--- src/rtl/ntt_sched_pkg.sv ---
// ntt_sched_pkg: shared word width and FSM state encoding for the NTT butterfly scheduler
//   WORD    : width of the cycle counter
//   state_t : IDLE=0, ISSUE=1, DRAIN=2, DONE=3
package ntt_sched_pkg;
  localparam int WORD = 16;
  typedef enum logic [1:0] {
    IDLE  = 2'd0,
    ISSUE = 2'd1,
    DRAIN = 2'd2,
    DONE  = 2'd3
  } state_t;
endpackage

--- src/rtl/ntt_sched_wb_pipe.sv ---
// ntt_wb_pipe: BF_LAT-deep write-back delay line of {valid, a, b} with async clear
//   i_valid/i_a/i_b : accepted butterfly pair entering the line
//   o_valid/o_a/o_b : pair leaving the line BF_LAT cycles later
//   o_empty_next    : no valid entry will remain after the coming edge
module ntt_wb_pipe #(
  parameter int LOGN   = 3,
  parameter int BF_LAT = 2
) (
  input  logic            clk,
  input  logic            rst,
  input  logic            i_valid,
  input  logic [LOGN-1:0] i_a,
  input  logic [LOGN-1:0] i_b,
  output logic            o_valid,
  output logic [LOGN-1:0] o_a,
  output logic [LOGN-1:0] o_b,
  output logic            o_empty_next
);
  logic [BF_LAT-1:0] r_v;
  logic [LOGN-1:0]   r_a [BF_LAT];
  logic [LOGN-1:0]   r_b [BF_LAT];
  always_ff @(posedge clk or posedge rst) begin
    if (rst) begin
      r_v <= '0;
      for (int k = 0; k < BF_LAT; k++) begin
        r_a[k] <= '0;
        r_b[k] <= '0;
      end
    end else begin
      r_v[0] <= i_valid;
      r_a[0] <= i_a;
      r_b[0] <= i_b;
      for (int k = 1; k < BF_LAT; k++) begin
        r_v[k] <= r_v[k-1];
        r_a[k] <= r_a[k-1];
        r_b[k] <= r_b[k-1];
      end
    end
  end
  // the output stage drains this edge, so only the input and the earlier stages matter
  always_comb begin
    o_empty_next = !i_valid;
    for (int k = 0; k < BF_LAT-1; k++) o_empty_next = o_empty_next & !r_v[k];
  end
  assign o_valid = r_v[BF_LAT-1];
  assign o_a     = r_a[BF_LAT-1];
  assign o_b     = r_b[BF_LAT-1];
endmodule

--- src/rtl/ntt_sched.sv ---
// ntt_sched: radix-2 Cooley-Tukey NTT butterfly scheduler with stage drain
//   i_start                 : begin a transform (sampled in IDLE)
//   o_busy/o_done/o_stage   : status, one-cycle done pulse, current stage
//   o_rd_*/i_rd_ready       : butterfly read pair + twiddle exponent, valid/ready
//   o_wr_*                  : write-back pair, BF_LAT cycles after acceptance
//   o_cycle_count           : saturating count of ISSUE and DRAIN cycles
module ntt_sched
  import ntt_sched_pkg::*;
#(
  parameter int N      = 8,
  parameter int LOGN   = 3,
  parameter int BF_LAT = 2
) (
  input  logic            clk,
  input  logic            rst,
  input  logic            i_start,
  output logic            o_busy,
  output logic            o_done,
  output logic [LOGN-1:0] o_stage,
  output logic            o_rd_valid,
  input  logic            i_rd_ready,
  output logic [LOGN-1:0] o_rd_a,
  output logic [LOGN-1:0] o_rd_b,
  output logic [LOGN-2:0] o_tw_idx,
  output logic            o_wr_valid,
  output logic [LOGN-1:0] o_wr_a,
  output logic [LOGN-1:0] o_wr_b,
  output logic [WORD-1:0] o_cycle_count
);
  state_t          r_state, w_state_nx;
  logic [LOGN-1:0] r_s, w_s_nx;
  logic [LOGN-2:0] r_j, w_j_nx;
  logic [WORD-1:0] r_cnt, w_cnt_nx;
  logic            w_issue, w_hs, w_last_j, w_last_s, w_empty_next;
  logic [LOGN-1:0] w_half, w_pos, w_grp, w_a;
  logic [LOGN-2:0] w_tw;
  assign w_issue  = r_state == ISSUE;
  assign w_hs     = w_issue && i_rd_ready;
  assign w_last_j = r_j == (LOGN-1)'(N/2-1);
  assign w_last_s = r_s == LOGN'(LOGN-1);
  // pair j of stage s: group base is grp*2*half, offset pos is below half so OR acts as add
  assign w_half = LOGN'(1) << r_s;
  assign w_pos  = {1'b0, r_j} & (w_half - 1'b1);
  assign w_grp  = {1'b0, r_j} >> r_s;
  assign w_a    = (w_grp << (r_s + 1'b1)) | w_pos;
  assign w_tw   = (LOGN-1)'(w_pos << (LOGN'(LOGN-1) - r_s));
  always_comb begin
    w_state_nx = r_state;
    w_s_nx     = r_s;
    w_j_nx     = r_j;
    w_cnt_nx   = (w_issue || r_state == DRAIN) && r_cnt != '1 ? r_cnt + 1'b1 : r_cnt;
    case (r_state)
      IDLE: if (i_start) begin
        w_state_nx = ISSUE;
        w_s_nx     = '0;
        w_j_nx     = '0;
        w_cnt_nx   = '0;
      end
      ISSUE: if (w_hs) begin
        w_j_nx     = r_j + 1'b1;
        w_state_nx = w_last_j ? DRAIN : ISSUE;
      end
      DRAIN: if (w_empty_next) begin
        w_state_nx = w_last_s ? DONE : ISSUE;
        w_s_nx     = w_last_s ? r_s : r_s + 1'b1;
        w_j_nx     = '0;
      end
      default: w_state_nx = IDLE;
    endcase
  end
  always_ff @(posedge clk or posedge rst) begin
    if (rst) begin
      r_state <= IDLE;
      r_s     <= '0;
      r_j     <= '0;
      r_cnt   <= '0;
    end else begin
      r_state <= w_state_nx;
      r_s     <= w_s_nx;
      r_j     <= w_j_nx;
      r_cnt   <= w_cnt_nx;
    end
  end
  ntt_wb_pipe #(.LOGN(LOGN), .BF_LAT(BF_LAT)) u_wb (
    .clk          (clk),
    .rst          (rst),
    .i_valid      (w_hs),
    .i_a          (w_a),
    .i_b          (w_a + w_half),
    .o_valid      (o_wr_valid),
    .o_a          (o_wr_a),
    .o_b          (o_wr_b),
    .o_empty_next (w_empty_next)
  );
  assign o_busy        = r_state != IDLE;
  assign o_done        = r_state == DONE;
  assign o_stage       = r_s;
  assign o_rd_valid    = w_issue;
  assign o_rd_a        = w_issue ? w_a : '0;
  assign o_rd_b        = w_issue ? w_a + w_half : '0;
  assign o_tw_idx      = w_issue ? w_tw : '0;
  assign o_cycle_count = r_cnt;
endmodule

--- config.mk ---
export PLATFORM = sky130hd
export DESIGN_NAME = ntt_sched
export DESIGN_NICKNAME = d
export VERILOG_FILES = /design/src/rtl/ntt_sched_pkg.sv /design/src/rtl/ntt_sched_wb_pipe.sv /design/src/rtl/ntt_sched.sv
export SDC_FILE = /design/constraint.sdc
export NUM_CORES = 1
export LEC_CHECK = 0
export BUFFER_PORTS_ARGS = -buffer_cell sky130_fd_sc_hd__buf_4
export CAP_MARGIN = 20
export CORE_AREA = 3 3 96 52
export CTS_CLUSTER_SIZE = 30
export DETAILED_ROUTE_END_ITERATION = 7
export DIE_AREA = 0 0 99 55
export GPL_TIMING_DRIVEN = 0
export PLACE_DENSITY = 0.83
export SLEW_MARGIN = 20
export SYNTH_ARGS = -nofsm -noshare
export SYNTH_HDL_FRONTEND = slang
export SYNTH_HIERARCHICAL = 1
export SYNTH_SLANG_ARGS = --single-unit
--- constraint.sdc ---
create_clock -name clk -period 2.43 [get_ports clk]
set_input_delay 0.243 -clock clk [delete_from_list [all_inputs] [get_ports clk]]
set_output_delay 0.243 -clock clk [all_outputs]
set_load 0.02 [all_outputs]
# [Word level (Yosys, flattened, before mapping)]
# Cells that the tools add are included.
# Widths: inputs -> output; s select.
[word_totals] latch_bits=0 input_bits=4 mem_count=0 register_bits=37 output_inout_bits=37 rom_bits=0 elab_cells=64 mem_bits_rw=0
[classes] addsub=6 muxes=20 magnitude_cmp=0 mul=0 n_shift=4 n_div=0 bitwise_logic=3 n_eq_ne=10 n_reduce_logical=12
[op_table] op="$mux 16" count=3
[op_table] op="$mux 2" count=9
[op_table] op="$add 16x1->16 const B" count=1
[op_table] op="$ne 16x16->1 const B" count=1
[op_table] op="$mux 3" count=5
[op_table] op="$pmux 2 s3" count=2
[op_table] op="$reduce_and 4->1" count=2
[op_table] op="$eq 2x2->1 const B" count=3
[op_table] op="$pmux 3 s2" count=1
[op_table] op="$ne 2x1->1 const B" count=2
[op_table] op="$ne 2x2->1 const B" count=2
[op_table] op="$reduce_bool 2->1" count=2
[op_table] op="$add 3x1->3 const B" count=1
[op_table] op="$add 3x3->3" count=1
[op_table] op="$and 2x3->3" count=1
[op_table] op="$eq 3x2->1 const B" count=1
[op_table] op="$or 3x3->3" count=1
[op_table] op="$reduce_and 3->1" count=1
[op_table] op="$reduce_bool 3->1" count=1
[op_table] op="$shl 1x3->3 const A" count=1
[op_table] op="$shl 3x3->2" count=1
[op_table] op="$shl 3x3->3" count=1
[op_table] op="$shr 2x3->3" count=1
[op_table] op="$sub 2x3->3 const A" count=1
[op_table] op="other kinds (8)" count=10

# [Depth between registers and ports, before layout]
[logic_depth] ltp_word=6 ltp_mapped=10 mapped_depth_nobuf=9

# [Cells and area by module]
# Netlist, hierarchy kept.
[modules_own_cells] mod="ntt_sched" n_inst=1 cells_per_inst=179 area_per_inst_um2=1632.8 seq_area_each_um2=575.6
[modules_own_cells] mod="ntt_wb_pipe" n_inst=1 cells_per_inst=22 area_per_inst_um2=402.9 seq_area_each_um2=350.3

# [Least setup slack after synthesis]
# OpenSTA, ideal clock, no wires.
[synth_timing] path_type="flip-flop to output port" from="register r_s[0] (netlist: o_stage[0])" to="output o_rd_b[2]" stages_incl_launch_ff=11 path_buffers=1 arrival_ps=2659 path_slack_ps=-472 t_required_ps=2187 path_cell_list="dfrtp_1 -> clkbuf_1 -> inv_1 -> ha_1 -> nor4_1 -> a32o_1 -> ha_1 -> fa_1 -> xnor2_1 -> xnor2_1 -> and2_1"
[synth_between] elab_chain_len=6 word_cells_on_any_way=9 cone_classes="3 x add/sub; 3 x shift; 1 x mux; 2 x bitwise"
[synth_lines] item="start: declaration" line_no="ntt_sched.sv:31" text="logic [LOGN-1:0] r_s, w_s_nx;"
[synth_lines] item="start signal: assignment" line_no="ntt_sched.sv:79" text="r_s <= w_s_nx;"
[synth_lines] item="parallel branches: the longest is 3 deep, another holds $add 3x1->3"
[synth_lines] item="$or 3x3->3 (*)" line_no="ntt_sched.sv:45" text="assign w_a = (w_grp << (r_s + 1'b1)) | w_pos;"
[synth_lines] item="via w_a[0]" line_no="ntt_sched.sv:35" text="logic [LOGN-1:0] w_half, w_pos, w_grp, w_a;"
[synth_lines] item="$add 3x3->3 (*)" line_no="ntt_sched.sv:100" text="assign o_rd_b = w_issue ? w_a + w_half : '0;"
[synth_lines] item="$mux 3 (*)" line_no="ntt_sched.sv:100"
[synth_lines] item="end: declaration" line_no="ntt_sched.sv:23" text="output logic [LOGN-1:0] o_rd_b,"
# Mark *: on every way through the listed nets, which the timed path passes.

# [Worst setup path in the final report]
# Same ends and word-level chain as after synthesis.

==> results.md <==
- Status: finished, violations left
- Failing checks: setup timing
- Worst path max stage delay: ~370 ps
- Antenna Cells: 0
- Vias in the first global route: between 1500 and 2000
- Yosys top cell by area: dfrtp_1
- PnR Total Power: 2.88 mW
- Clk Latency, worst-skew pair: 300 ps
- Crit-path leading delay family: adder cells
- Grt ovf: 0
- Bufs and invs on worst path: 3
- CORE AREA: 4280 um2
- Post-DP HPWL: 3720 um
- R2R Setup Slk: 190 ps
- Crit-path cells: clkbuf_8, inv_6, ha_4, nor4_4, a32o_2, ha_4, fa_2, xnor2_2, xnor2_2, and2_4, buf_6
- Crit Path Category: reg2out
- Syn_nets: 217
- Avg WL per Cell: 16.5 um
- Max IR drop VDD: 0.401 mV
- Area fraction of the dominant cell type after synthesis: between 40% and 50%
- CTS Sinks: 37
- Max-cap violations: 0
- Syn avg cell area: 10.1 um2
- Width of the chip: roughly 100 um
- Worst r2r dst: r_j[0]
- 1st-pass router iterations: 4
- Crit Path Max Fanout: 2
- All-Layer GR Usage: 19.8%
- Core Util, Final: 63.4%
- Relative slew slack: 40.4%
- Leakage power: 1.34 nW
- Initial DRC count: 155
- # setup viols final: 2
- Largest net degree at the start of global routing: 24
- Setup crit end: o_rd_b[2]
- Worst setup margin: -337 ps
- Register area share after synthesis: a little under half
- Max Slew Vio Count: 0
- Initial antenna violation count: 0
- Critical Path AT: about 2500 ps
- Fin nets: 272
- WP depth: 11
- Drt total wl: slightly above 5000 um
- Final Skew: 7.29 ps
- Clock transition at the registers of the reported paths: 80 ps
- Total CTS buffers: 5
- Mux contribution to synthesized area: 1.04%
- CTS root buffer: clkbuf_8
- RePlAce Congestion: 0.836
- Share of post-route cells with drive strength above 1: a little over a third
- Synth Area in Adders: 7.74%
- Unrepaired setup endpoints after global routing: yes
- Crit share post-route: 114%
- Layout fillers: 342
- Synth top area cells: dfrtp_1, ha_1, a21oi_1
- Final Hold Vio Count: 0
- Setup crit end kind: primary output
- Quantity of I/O buffers inserted on ports: 40
- Crit path from: o_stage[0]
- Power Dens Cells: 1060 nW/um2
- Area Growth Syn to Fin: 33.3%
- Max stage delay cell, worst path: dfrtp_2
- Xor-xnor portion of the synthesized cell area: under 10%
- CTS tree: done
- Synth Instances: approximately 200
- Die Ht: 55 um
- H-tree levels: 2
- Maximum clock insertion buffer count: 2
- First-pass GRT wire length: just over 8000 um
- Row cnt: 17
- Vias per inst: 5.67
- Residual DRC count: 0
- Total Die Area: 5450 um2
- I/O pin count: 41
- Largest family of logic cells by synthesized area: simple AND/OR/NAND/NOR gates
- Reg2reg start: r_state[1]
- Post-detailed-route count of antenna-violating nets: 0
- Max Clk Rate: 0.361 GHz
- Post-synthesis simple-gate area fraction: around a quarter
- #FFs+latches synth: 37
- Final min period: 2770 ps
- Initial core utilization: 47.6%
- Area occupied by multi-input gates: 1060 um2
- Crit path launch type: flop
- Vias: between 1500 and 2000
- Hold Crit Class: in2reg
- FF+latch area: 928 um2
- Reg2reg path depth: 9
- Mapped Area: 2040 um2
- Slew @ Worst Pin: 893 ps
- Start point of the worst hold path: i_rd_ready
- Netlist cell types: 44
- Synth warn: 6
- Post-synthesis compound-gate area fraction: 11.6%
- WP data required: 2190 ps
## cell families after synthesis
logic type / count (synthesis)
buf+inv: 23
xor+xnor: 6
compound gates: 37
mux: 2
fa+ha+maj: 12
simple gates: 84
flops: 37
## how the worst min path moves through the flow
| stage | endpoint | cells after the start |
|---|---|---|
| 6_report | u_wb/r_v[0] | 2 |
| 5_1_grt | u_wb/r_v[0] | 2 |
| 4_1_cts | u_wb/r_v[0] | 2 |
| 3_5_place_dp | u_wb/o_b[2] | 2 |
| 3_3_place_gp | u_wb/o_b[2] | 2 |
| 2_1_floorplan | u_wb/o_a[0] | 1 |
## final cells by class
cell class	instances	area share, %
Timing Repair Buffer	48	13.8
Buffer	12	3.46
Inverter	11	1.71
Multi-Input combinational cell	141	39.1
Tap cell	57	2.63
Sequential cell	37	34.2
Clock buffer	5	2.54
Clock inverter	3	2.54
## through the flow
| step | worst slack [ps] | hold WS (ps) | instances | instance area, um2 | setup TNS [ps] |
|---|---|---|---|---|---|
| floorplan | -41.7 | 132 | 201 | 2080 | -41.7 |
| global placement | -211 | 301 | 298 | 2450 | -402 |
| detailed placement | -236 | 318 | 298 | 2450 | -438 |
| CTS | -391 | 192 | 313 | 2680 | -684 |
| global route | -440 | 196 | 314 | 2710 | -958 |
| finish | -337 | 191 | 314 | 2710 | -623 |
## cell usage after synthesis (all sizes together)
master / instances
dfrtp: 37
nand2: 13
a21oi: 11
ha: 11
inv: 11
o21ai: 11
and2: 8
nand3: 8
nor3: 8
buf: 7
nor2: 7
nand4: 6
nor2b: 6
and4: 5
clkbuf: 5
nand2b: 5
or4: 5
or3: 4
and3: 3
o211ai: 3
xnor2: 3
xor2: 3
a21o: 2
a32o: 2
nand3b: 2
nor4: 2
nor4b: 2
o31ai: 2
o41ai: 2
a211oi: 1
a22o: 1
a31oi: 1
fa: 1
mux2: 1
mux2i: 1
o311ai: 1
## timing repair
item,4_1_cts,5_1_grt
setup endpoints to repair,3,7
pin swaps,3,2
gates resized for setup,8,10
buffers inserted,6,1
hold buffers,1,0
endpoints found under the hold margin,6,0
## state kept, by name (all words and copies together) (netlist names)
| name | flops |
|---|---|
| o_stage | 3 |
| o_cycle_count | 16 |
| u_wb/r_v | 2 |
| u_wb/r_a | 3 |
| r_j | 2 |
| u_wb/r_b | 3 |
| r_state | 2 |
| u_wb/o_a | 3 |
| u_wb/o_b | 3 |
## where the power goes
group	leakage [nW]	switching [mW]	internal (mW)	total, mW
clock network	0.0687	0.245	0.413	0.658
registers	0.484	0.101	0.758	0.859
logic	0.788	0.726	0.637	1.36
total	1.34	1.07	1.81	2.88
## worst reg2reg max path: cells and delay by family, from the launching register on
family,cells,cell delay [ps]
muxes,1,330
buffers and inverters,2,310
DFF,1,380
and+or+nand+nor,5,850
adders and majority gates,1,250
## routing by layer
metal	global-route usage (%)	vias to the layer above	share of wire, %
met3	4.51	9	6.6
met1	29.1	873	49
li1	-	827	-
met5	0	-	0
met4	7.71	0	1.5
met2	28.4	71	43
## layout by cell type (no fill, tap or decap), types with 3 or more instances in the layout
| cell | count |
|---|---|
| nand2_1 | 12 |
| buf_6 | 3 |
| and3_1 | 3 |
| o21ai_0 | 10 |
| dfrtp_1 | 35 |
| nand4_1 | 4 |
| or3_1 | 4 |
| and2_1 | 6 |
| xor2_1 | 3 |
| nor2b_1 | 5 |
| a21oi_1 | 11 |
| clkbuf_8 | 7 |
| nor3_1 | 7 |
| nand3_1 | 8 |
| or4_1 | 5 |
| buf_4 | 51 |
| nor2_1 | 7 |
| ha_1 | 8 |
| nand2b_1 | 5 |
| inv_1 | 9 |
Note: power is estimated with default switching activity, not from simulation.
